==> src/rtl/pmem_arbiter.sv <==
// pmem_arbiter: shares one physical-memory line port between the I-cache
// (read-only) and the D-cache (read/write). Round-robin under contention,
// one transaction in flight, request captured into registers on grant.
module pmem_arbiter #(
    parameter int ADDR_WIDTH = 16,
    parameter int LINE_WIDTH = 128
) (
    input  logic                  clk,
    input  logic                  rst_n,
    input  logic                  i_read,
    input  logic [ADDR_WIDTH-1:0] i_address,
    output logic [LINE_WIDTH-1:0] i_rdata,
    output logic                  i_resp,
    input  logic                  d_read,
    input  logic                  d_write,
    input  logic [ADDR_WIDTH-1:0] d_address,
    input  logic [LINE_WIDTH-1:0] d_wdata,
    output logic [LINE_WIDTH-1:0] d_rdata,
    output logic                  d_resp,
    output logic                  pmem_read,
    output logic                  pmem_write,
    output logic [ADDR_WIDTH-1:0] pmem_address,
    output logic [LINE_WIDTH-1:0] pmem_wdata,
    input  logic [LINE_WIDTH-1:0] pmem_rdata,
    input  logic                  pmem_resp
);

    typedef enum logic [2:0] {IDLE, BUSY_I, BUSY_D, DONE_I, DONE_D} state_e;

    state_e                state_q, state_d;
    logic                  last_d_q, last_d_d;     // 1: D-cache was granted last
    logic                  pmem_read_q, pmem_read_d;
    logic                  pmem_write_q, pmem_write_d;
    logic [ADDR_WIDTH-1:0] pmem_address_q, pmem_address_d;
    logic [LINE_WIDTH-1:0] pmem_wdata_q, pmem_wdata_d;
    logic [LINE_WIDTH-1:0] i_rdata_q, i_rdata_d;
    logic [LINE_WIDTH-1:0] d_rdata_q, d_rdata_d;

    logic i_req, d_req, grant_d;

    assign i_req = i_read;
    assign d_req = d_read | d_write;
    // Under contention D wins only when I was the last one served.
    assign grant_d = d_req & ~(i_req & last_d_q);

    // State and captured request/response registers
    always_ff @(posedge clk or negedge rst_n) begin
        if (!rst_n) begin
            state_q        <= IDLE;
            last_d_q       <= 1'b1;
            pmem_read_q    <= 1'b0;
            pmem_write_q   <= 1'b0;
            pmem_address_q <= '0;
            pmem_wdata_q   <= '0;
            i_rdata_q      <= '0;
            d_rdata_q      <= '0;
        end else begin
            state_q        <= state_d;
            last_d_q       <= last_d_d;
            pmem_read_q    <= pmem_read_d;
            pmem_write_q   <= pmem_write_d;
            pmem_address_q <= pmem_address_d;
            pmem_wdata_q   <= pmem_wdata_d;
            i_rdata_q      <= i_rdata_d;
            d_rdata_q      <= d_rdata_d;
        end
    end

    // Next state: grant in IDLE, wait for memory in BUSY, one pulse in DONE
    always_comb begin
        state_d        = state_q;
        last_d_d       = last_d_q;
        pmem_read_d    = pmem_read_q;
        pmem_write_d   = pmem_write_q;
        pmem_address_d = pmem_address_q;
        pmem_wdata_d   = pmem_wdata_q;
        i_rdata_d      = i_rdata_q;
        d_rdata_d      = d_rdata_q;
        case (state_q)
            IDLE: begin
                if (i_req || d_req) begin
                    if (grant_d) begin
                        // read+write together is illegal; the write wins
                        pmem_address_d = d_address;
                        pmem_wdata_d   = d_wdata;
                        pmem_write_d   = d_write;
                        pmem_read_d    = ~d_write;
                        last_d_d       = 1'b1;
                        state_d        = BUSY_D;
                    end else begin
                        pmem_address_d = i_address;
                        pmem_read_d    = 1'b1;
                        pmem_write_d   = 1'b0;
                        last_d_d       = 1'b0;
                        state_d        = BUSY_I;
                    end
                end
            end
            BUSY_I: begin
                if (pmem_resp) begin
                    i_rdata_d    = pmem_rdata;
                    pmem_read_d  = 1'b0;
                    pmem_write_d = 1'b0;
                    state_d      = DONE_I;
                end
            end
            BUSY_D: begin
                if (pmem_resp) begin
                    if (pmem_read_q) d_rdata_d = pmem_rdata;
                    pmem_read_d  = 1'b0;
                    pmem_write_d = 1'b0;
                    state_d      = DONE_D;
                end
            end
            DONE_I, DONE_D: state_d = IDLE;
            default:        state_d = IDLE;
        endcase
    end

    // Outputs: completion pulses decoded from state, the rest straight from registers
    always_comb begin
        i_resp       = (state_q == DONE_I);
        d_resp       = (state_q == DONE_D);
        i_rdata      = i_rdata_q;
        d_rdata      = d_rdata_q;
        pmem_read    = pmem_read_q;
        pmem_write   = pmem_write_q;
        pmem_address = pmem_address_q;
        pmem_wdata   = pmem_wdata_q;
    end

endmodule

==> config.mk <==
export PLATFORM = sky130hd
export DESIGN_NAME = pmem_arbiter
export DESIGN_NICKNAME = d
export VERILOG_FILES = /design/src/rtl/pmem_arbiter.sv
export SDC_FILE = /design/constraint.sdc
export NUM_CORES = 1
export LEC_CHECK = 0
export CORE_AREA = 5 5 271 273
export CTS_BUF_LIST = sky130_fd_sc_hd__clkbuf_8 sky130_fd_sc_hd__clkbuf_16
export DETAILED_ROUTE_END_ITERATION = 6
export DIE_AREA = 0 0 276 278
export PLACE_DENSITY_LB_ADDON = 0.1
export SLEW_MARGIN = 20
export SYNTH_ARGS = -nofsm -noshare
export SYNTH_HDL_FRONTEND = slang
export SYNTH_SLANG_ARGS = --single-unit
==> constraint.sdc <==
create_clock -name clk -period 3 [get_ports clk]
set_input_delay 0.6 -clock clk [delete_from_list [all_inputs] [get_ports clk]]
set_output_delay 0.6 -clock clk [all_outputs]
set_load 0.05 [all_outputs]
==> results of run 1 <==
-- synth_stat cells, drive strengths merged --
cell type	n	area, um^2
a211oi	1	7.51
a21oi	2	10.0
buf	46	434
a21boi	1	7.51
nor2	3	11.3
dfrtp	405	10100
mux2i	1	10.0
inv	2	7.50
o31a	1	8.76
nand2	3	11.3
nand2b	2	12.5
and2	1	6.26
dfstp	1	26.3
and4bb	1	12.5
xnor2	1	8.76
o2bb2ai	1	27.5
o21ai	6	30.0
nor3	2	20.0
mux2	416	5130
-- critical path, delay by kind of cell (launching register included) --
family | cells | cell delay, ns
buffers and inverters | 1 | 0.87
DFF | 1 | 0.54
and+or+nand+nor | 2 | 0.20
-- metal layers --
layer / global-route usage / share of wire / up-vias
li1: - / - / 4674
met1: 0.162 / 0.36 / 5362
met2: 0.288 / 0.55 / 340
met3: 0.0520 / 0.073 / 77
met4: 0.0441 / 0.022 / 4
met5: 0 / 0.00044 / -
-- layout make-up --
type | count | share of cell area
Antenna cell | 5 | 0.000484
Clock inverter | 31 | 0.00838
Clock buffer | 59 | 0.0537
Timing Repair Buffer | 732 | 0.291
Tap cell | 950 | 0.0460
Sequential cell | 406 | 0.393
Inverter | 2 | 0.000291
Multi-Input combinational cell | 442 | 0.207
-- registers in the layout, summed over array words and instances, names as in the netlist --
name / flops
pmem_write: 1
pmem_read: 1
i_rdata: 128
pmem_address: 16
state_q: 3
last_d_q: 1
d_rdata: 128
pmem_wdata: 128
-- worst paths after layout --
kind	start	endpoint	slack, ns	cells after the start
worst max-delay path	state_q[1]	i_resp	0.20	3
worst min-delay path	rst_n	i_rdata[95]	0.009	1
worst max register to register	last_d_q	pmem_wdata[119]	0.93	4
worst min register to register	i_rdata[83]	i_rdata[83]	0.48	1
max in group asynchronous	rst_n	last_d_q	2.12	2
min in group clk	i_rdata[83]	i_rdata[83]	0.48	1
-- logic make-up after synthesis --
| family | Yosys count | share of synthesized area |
|---|---|---|
| xor gates and xnor gates | 1 | 0.000550 |
| muxes | 417 | 0.323 |
| DFF | 406 | 0.638 |
| and+or+nand+nor | 12 | 0.00464 |
| AOI/OAI and AO/OA | 12 | 0.00574 |
| buffers and inverters | 48 | 0.0277 |
-- through the flow --
step	hold WS [ns]	setup slack, ns	instances	utilization
2_1_floorplan	0.304	1.23	896	-
3_3_place_gp	0.469	0.236	2532	0.342
3_5_place_dp	0.474	0.198	2532	0.342
4_1_cts	0.0168	0.0218	2622	0.364
5_1_grt	0.0316	0.0329	2627	0.365
6_report	0.00922	0.197	2627	0.365
-- cell usage in the layout, fill, tap and decap left out, drive strengths merged, types with 2 or more instances in the layout --
master | synthesis | routed
nor3 | 2 | 2
diode | 0 | 5
inv | 2 | 25
a21oi | 2 | 2
nand2b | 2 | 2
clkbuf | 0 | 59
dfrtp | 405 | 405
mux2 | 416 | 416
o21ai | 6 | 6
clkdlybuf4s50 | 0 | 695
nor2 | 3 | 3
buf | 46 | 36
clkinv | 0 | 5
bufinv | 0 | 2
nand2 | 3 | 3
-- what timing repair did --
item	in CTS	in global routing
hold buffers	0	0
resized for setup	0	1
endpoints found under the setup margin	0	1
==> metrics.md, run 1 <==
| Metric | Value |
|---|---|
| Number of CTS-inserted buffers | `51` |
| Mapped Area | `0.0159 mm^2` |
| Setup TNS | `0 ns` |
| Ys Warns | `0` |
| Worst setup EP type | `output port` |
| GRT Overall Usage | `0.153` |
| WS Path Type | `flip-flop to output port` |
| CP arrival | `2.20 ns` |
| Root buffer cell | `clkbuf_16` |
| Synth unique cells | `24` |
| CORE AREA | `0.0709 mm^2` |
| Remaining Overflow, GRT | `0` |
| Die width | `276 um` |
| Drt total wl | `61.1 mm` |
| DIE HEIGHT | `278 um` |
| Sequential element share of the synthesized area | `0.638` |
| Setup-failing EPs final | `0` |
| Initial Utilization | `0.225` |
| Post CTS Setup Buffer Count | `0` |
| Die area | `0.0767 mm^2` |
| CP max FO | `8` |
| Minimum clock period | `2.80 ns` |
| First-pass GRT wire length | `87.4 mm` |
| Worst Setup Start Kind | `flip-flop` |
| Drt wl/cell | `23.3 um` |
| Critical path's slowest cell | `clkdlybuf4s50_1` |
| CTS tree | `done` |
| Worst-path cell chain | `nand2_1, nor2_1, clkdlybuf4s50_1` |
| Final ANT Viol Nets | `0` |
| DP HPWL | `47.2 mm` |
| Clk pin slew, worst setup/hold paths | `0.06 ns` |
| Vias | `10457` |
| Status | `finished, final reports clean` |
| Residual DRC | `0` |
| RSZ-0062 raised after global routing | `no` |
| Layout cell share with drive strength beyond 1 | `0.272` |
| Initial drt markers | `295` |
| Max Slew Vio Count | `0` |
| Yosys reg bits | `406` |
| Mapped Cells | `896` |
| Gp weighted congestion | `0.767` |
| Multi-input logic area | `0.00534 mm^2` |
| H-Tree Depth | `2` |
| CP required | `2.40 ns` |
| Row Count | `98` |
| Setup Skew | `0.0149 ns` |
| Filler instances | `6908` |
| Worst skew pair latency | `0.59 ns` |
| Number of antenna violations at the first check in global routing | `8` |
| Drt via density | `3.98` |
| Net Count, Synth | `1190` |
| Fin crit share | `0.934` |
| FMAX | `0.357 GHz` |
| Flip-flop and latch area | `0.0102 mm^2` |
| Clock sinks | `406` |
| Clock Path Buffers | `3` |
| Slew at the pin with the worst max-slew slack | `0.755 ns` |
| Synthesis-to-layout area growth | `62.3%` |
| Average size of a mapped cell | `17.8 um^2` |
| First-pass DRT Iterations | `4` |
| CP max stage delay | `0.87 ns` |
| Max cap viols | `0` |
| Number of port buffers | `697` |
| Max_slew headroom | `0.497` |
| IO Count | `698` |
| Vias in the first global route | `11681` |
| Nets | `1929` |
| Placed Area | `0.0242 mm^2` |
| Min-delay worst type | `input port to asynchronous set/reset pin` |
| Largest net degree at the start of global routing | `68` |
| Fin. Hold Viols | `0` |
| Final instance area | `0.0258 mm^2` |
Power of run 1 is not shown: default switching activity piles up to over one toggle a cycle in this logic, so the estimate is an artifact.
==> run 2, diff against run 1 <==
--- a/config.mk
+++ b/config.mk
@@ -6,11 +6,11 @@
 export NUM_CORES = 1
 export LEC_CHECK = 0
 export CORE_AREA = 5 5 271 273
-export CTS_BUF_LIST = sky130_fd_sc_hd__clkbuf_8 sky130_fd_sc_hd__clkbuf_16
+export CTS_BUF_LIST = sky130_fd_sc_hd__clkbuf_2
 export DETAILED_ROUTE_END_ITERATION = 6
 export DIE_AREA = 0 0 276 278
+export MAX_ROUTING_LAYER = met4
 export PLACE_DENSITY_LB_ADDON = 0.1
-export SLEW_MARGIN = 20
 export SYNTH_ARGS = -nofsm -noshare
 export SYNTH_HDL_FRONTEND = slang
 export SYNTH_SLANG_ARGS = --single-unit
==> metrics.md, run 2 (synthesis gave the netlist of run 1 again) <==
| Metric | Value |
|---|---|
| Critical R2R Capture | `pmem_address[5] (was pmem_wdata[119])` |
| Layout cell share with drive strength beyond 1 | `0.279 (was 0.272)` |
| Worst Path Buf+Inv | `1 (unchanged)` |
| Final total power | `34.6 mW` |
| Die width | `276 um (unchanged)` |
| DIE HEIGHT | `278 um (unchanged)` |
| Vias | `11836 (was 10457)` |
| P_leak | `12.8 nW` |
| Drt via density | `3.95 (was 3.98)` |
| Hold endpoint | `pmem_wdata[43]` |
| First-pass GRT wire length | `92.2 mm (was 87.4 mm)` |
| Remaining Overflow, GRT | `0 (unchanged)` |
| Worst skew pair latency | `1.12 ns (was 0.59 ns)` |
| Critical hold path startpoint | `d_wdata[43]` |
| Hold_ws | `0.217 ns (was 0.00922 ns)` |
| R2r worst-path depth | `5 (was 4)` |
| Final ANT Viol Nets | `0 (unchanged)` |
| Clock Path Buffers | `3 (unchanged)` |
| Largest net degree at the start of global routing | `50 (was 68)` |
| Nets | `2243 (was 1929)` |
| IO Count | `698 (unchanged)` |
| Initial Utilization | `0.225 (unchanged)` |
| Setup Skew | `0.127 ns (was 0.0149 ns)` |
| FMAX | `0.361 GHz (was 0.357 GHz)` |
| CTS tree | `done (unchanged)` |
| Minimum clock period | `2.77 ns (was 2.80 ns)` |
| Max cap viols | `0 (unchanged)` |
| Filler instances | `7087 (was 6908)` |
| Vias in the first global route | `13589 (was 11681)` |
| Multi-input logic area | `0.00534 mm^2 (unchanged)` |
| Commonest non-fill, non-tap cells in the layout | `dfrtp_1 (404), dlygate4sd2_1 (393), clkdlybuf4s50_1 (300) (was clkdlybuf4s50_1 (695), dfrtp_1 (405), mux2_2 (221))` |
| CP arrival | `2.17 ns (was 2.20 ns)` |
| Pwr dens | `1270 mW/mm^2` |
| Commonest non-fill, non-tap cell in the layout | `dfrtp_1 (was clkdlybuf4s50_1)` |
| Number of port buffers | `697 (unchanged)` |
| Drt total wl | `62.9 mm (was 61.1 mm)` |
| Max Slew Vio Count | `0 (unchanged)` |
| Fin. Hold Viols | `0 (unchanged)` |
| Residual DRC | `0 (unchanged)` |
| CP max stage delay | `0.81 ns (was 0.87 ns)` |
| Clk pin slew, worst setup/hold paths | `0.09 ns (was 0.06 ns)` |
| Crit-path leading delay family | `buffers and inverters (unchanged)` |
| RSZ-0062 raised after global routing | `no (unchanged)` |
| Row Count | `98 (unchanged)` |
| Worst hold stages | `2` |
| DP HPWL | `47.2 mm (unchanged)` |
| CP max FO | `2 (was 8)` |
| Gp weighted congestion | `0.778 (was 0.767)` |
| CP required | `2.40 ns (about the same)` |
| Worst Setup Start Kind | `flip-flop (unchanged)` |
| First-pass DRT Iterations | `4 (unchanged)` |
| Fin crit share | `0.924 (was 0.934)` |
| Number of CTS-inserted buffers | `116 (was 51)` |
| Number of antenna violations at the first check in global routing | `5 (was 8)` |
| Maximum vdd drop | `560 uV` |
| Status | `finished, final reports clean (unchanged)` |
| Synthesis-to-layout area growth | `71.6% (was 62.3%)` |
| Drt wl/cell | `21.0 um (was 23.3 um)` |
| Worst-path cell chain | `clkdlybuf4s50_1 (was nand2_1, nor2_1, clkdlybuf4s50_1)` |
| GRT Overall Usage | `0.164 (was 0.153)` |
| Flip-flop and latch area | `0.0102 mm^2 (about the same)` |
| Min-delay worst type | `input port to flip-flop (was input port to asynchronous set/reset pin)` |
| Worst setup EP type | `output port (unchanged)` |
| Crit path from | `pmem_wdata[38] (was state_q[1])` |
| WS Path Type | `flip-flop to output port (unchanged)` |
| Setup TNS | `0 ns (unchanged)` |
| H-Tree Depth | `3 (was 2)` |
| CORE AREA | `0.0709 mm^2 (unchanged)` |
| Setup-failing EPs final | `0 (unchanged)` |
| FF-to-FF Start | `last_d_q (unchanged)` |
| Clock sinks | `406 (unchanged)` |
| Initial drt markers | `289 (was 295)` |
| Max_slew headroom | `0.503 (was 0.497)` |
| Critical path's slowest cell | `clkdlybuf4s50_1 (unchanged)` |
| Root buffer cell | `clkbuf_2 (was clkbuf_16)` |
| Slew at the pin with the worst max-slew slack | `0.748 ns (was 0.755 ns)` |
| Die area | `0.0767 mm^2 (unchanged)` |
| Flop-to-flop setup slack | `0.64 ns (was 0.93 ns)` |
run 2: cell types whose count changed in the layout (fill, tap and decap cells not counted), moves of 8 or more:
cell and change:
clkbuf_16 -51, clkbuf_2 +173, clkbuf_8 -8, clkdlybuf4s50_1 -395, clkinv_1 +29, dlygate4sd2_1 +393
dlygate4sd3_1 +248, inv_1 -20
run 2: area by class of cell:
| type | instances | area share |
|---|---|---|
| Inverter | 2 | 0.000275 |
| Clock buffer | 173 | 0.0317 |
| Clock inverter | 36 | 0.00760 |
| Sequential cell | 406 | 0.372 |
| Antenna cell | 5 | 0.000458 |
| Multi-Input combinational cell | 442 | 0.195 |
| Timing Repair Buffer | 981 | 0.349 |
| Tap cell | 950 | 0.0435 |
run 2: what timing repair did:
item                                    4_1_cts  5_1_grt
hold buffers                                249        0
endpoints found under the setup margin      396        1
hold endpoints to repair                    740        0
setup buffers                                 0        0
resized for setup                           407        1
run 2: per-layer routing:
metal | wire length, um | global-route usage | vias to the layer above
met5 | 0 | - | -
met4 | 2290 | 0.0643 | 0
met3 | 4150 | 0.0504 | 135
met2 | 33400 | 0.290 | 424
met1 | 23000 | 0.173 | 5895
li1 | - | - | 5382
run 2: through the flow:
step                      instance area (um^2)  worst slack, ns  cells   util
after detailed placement                 24200            0.198   2532  0.342
after floorplan                          15900             1.23    896      -
after CTS                                27300          0.00131   2990  0.385
final                                    27300            0.227   2995  0.385
after global placement                   24200            0.236   2532  0.342
after global routing                     27300         0.000836   2994  0.385
run 2: where the power goes:
part | internal (mW) | switching, mW | total, mW
registers | 8.28 | 1.39 | 9.67
logic | 6.71 | 14.0 | 20.7
clock network | 1.72 | 2.49 | 4.21
total | 16.7 | 17.9 | 34.6
run 2: worst register-to-register path: cells and delay by family, from the launching register on:
kind	cells	cell delay [ns]
buf+inv	2	0.84
flops	1	0.61
compound gates	1	0.25
mux	2	0.61
run 2: worst max path at each step:
stage | endpoint | slack, ns | cells past startpoint
CTS | pmem_wdata[38] | 0.001 | 1
finish | pmem_wdata[38] | 0.23 | 1
detailed placement | pmem_wdata[113] | 0.20 | 5
global placement | pmem_wdata[103] | 0.24 | 5
global route | pmem_wdata[51] | 0.0008 | 1
floorplan | pmem_wdata[100] | 1.23 | 5
(Power assumes the default switching activity.)
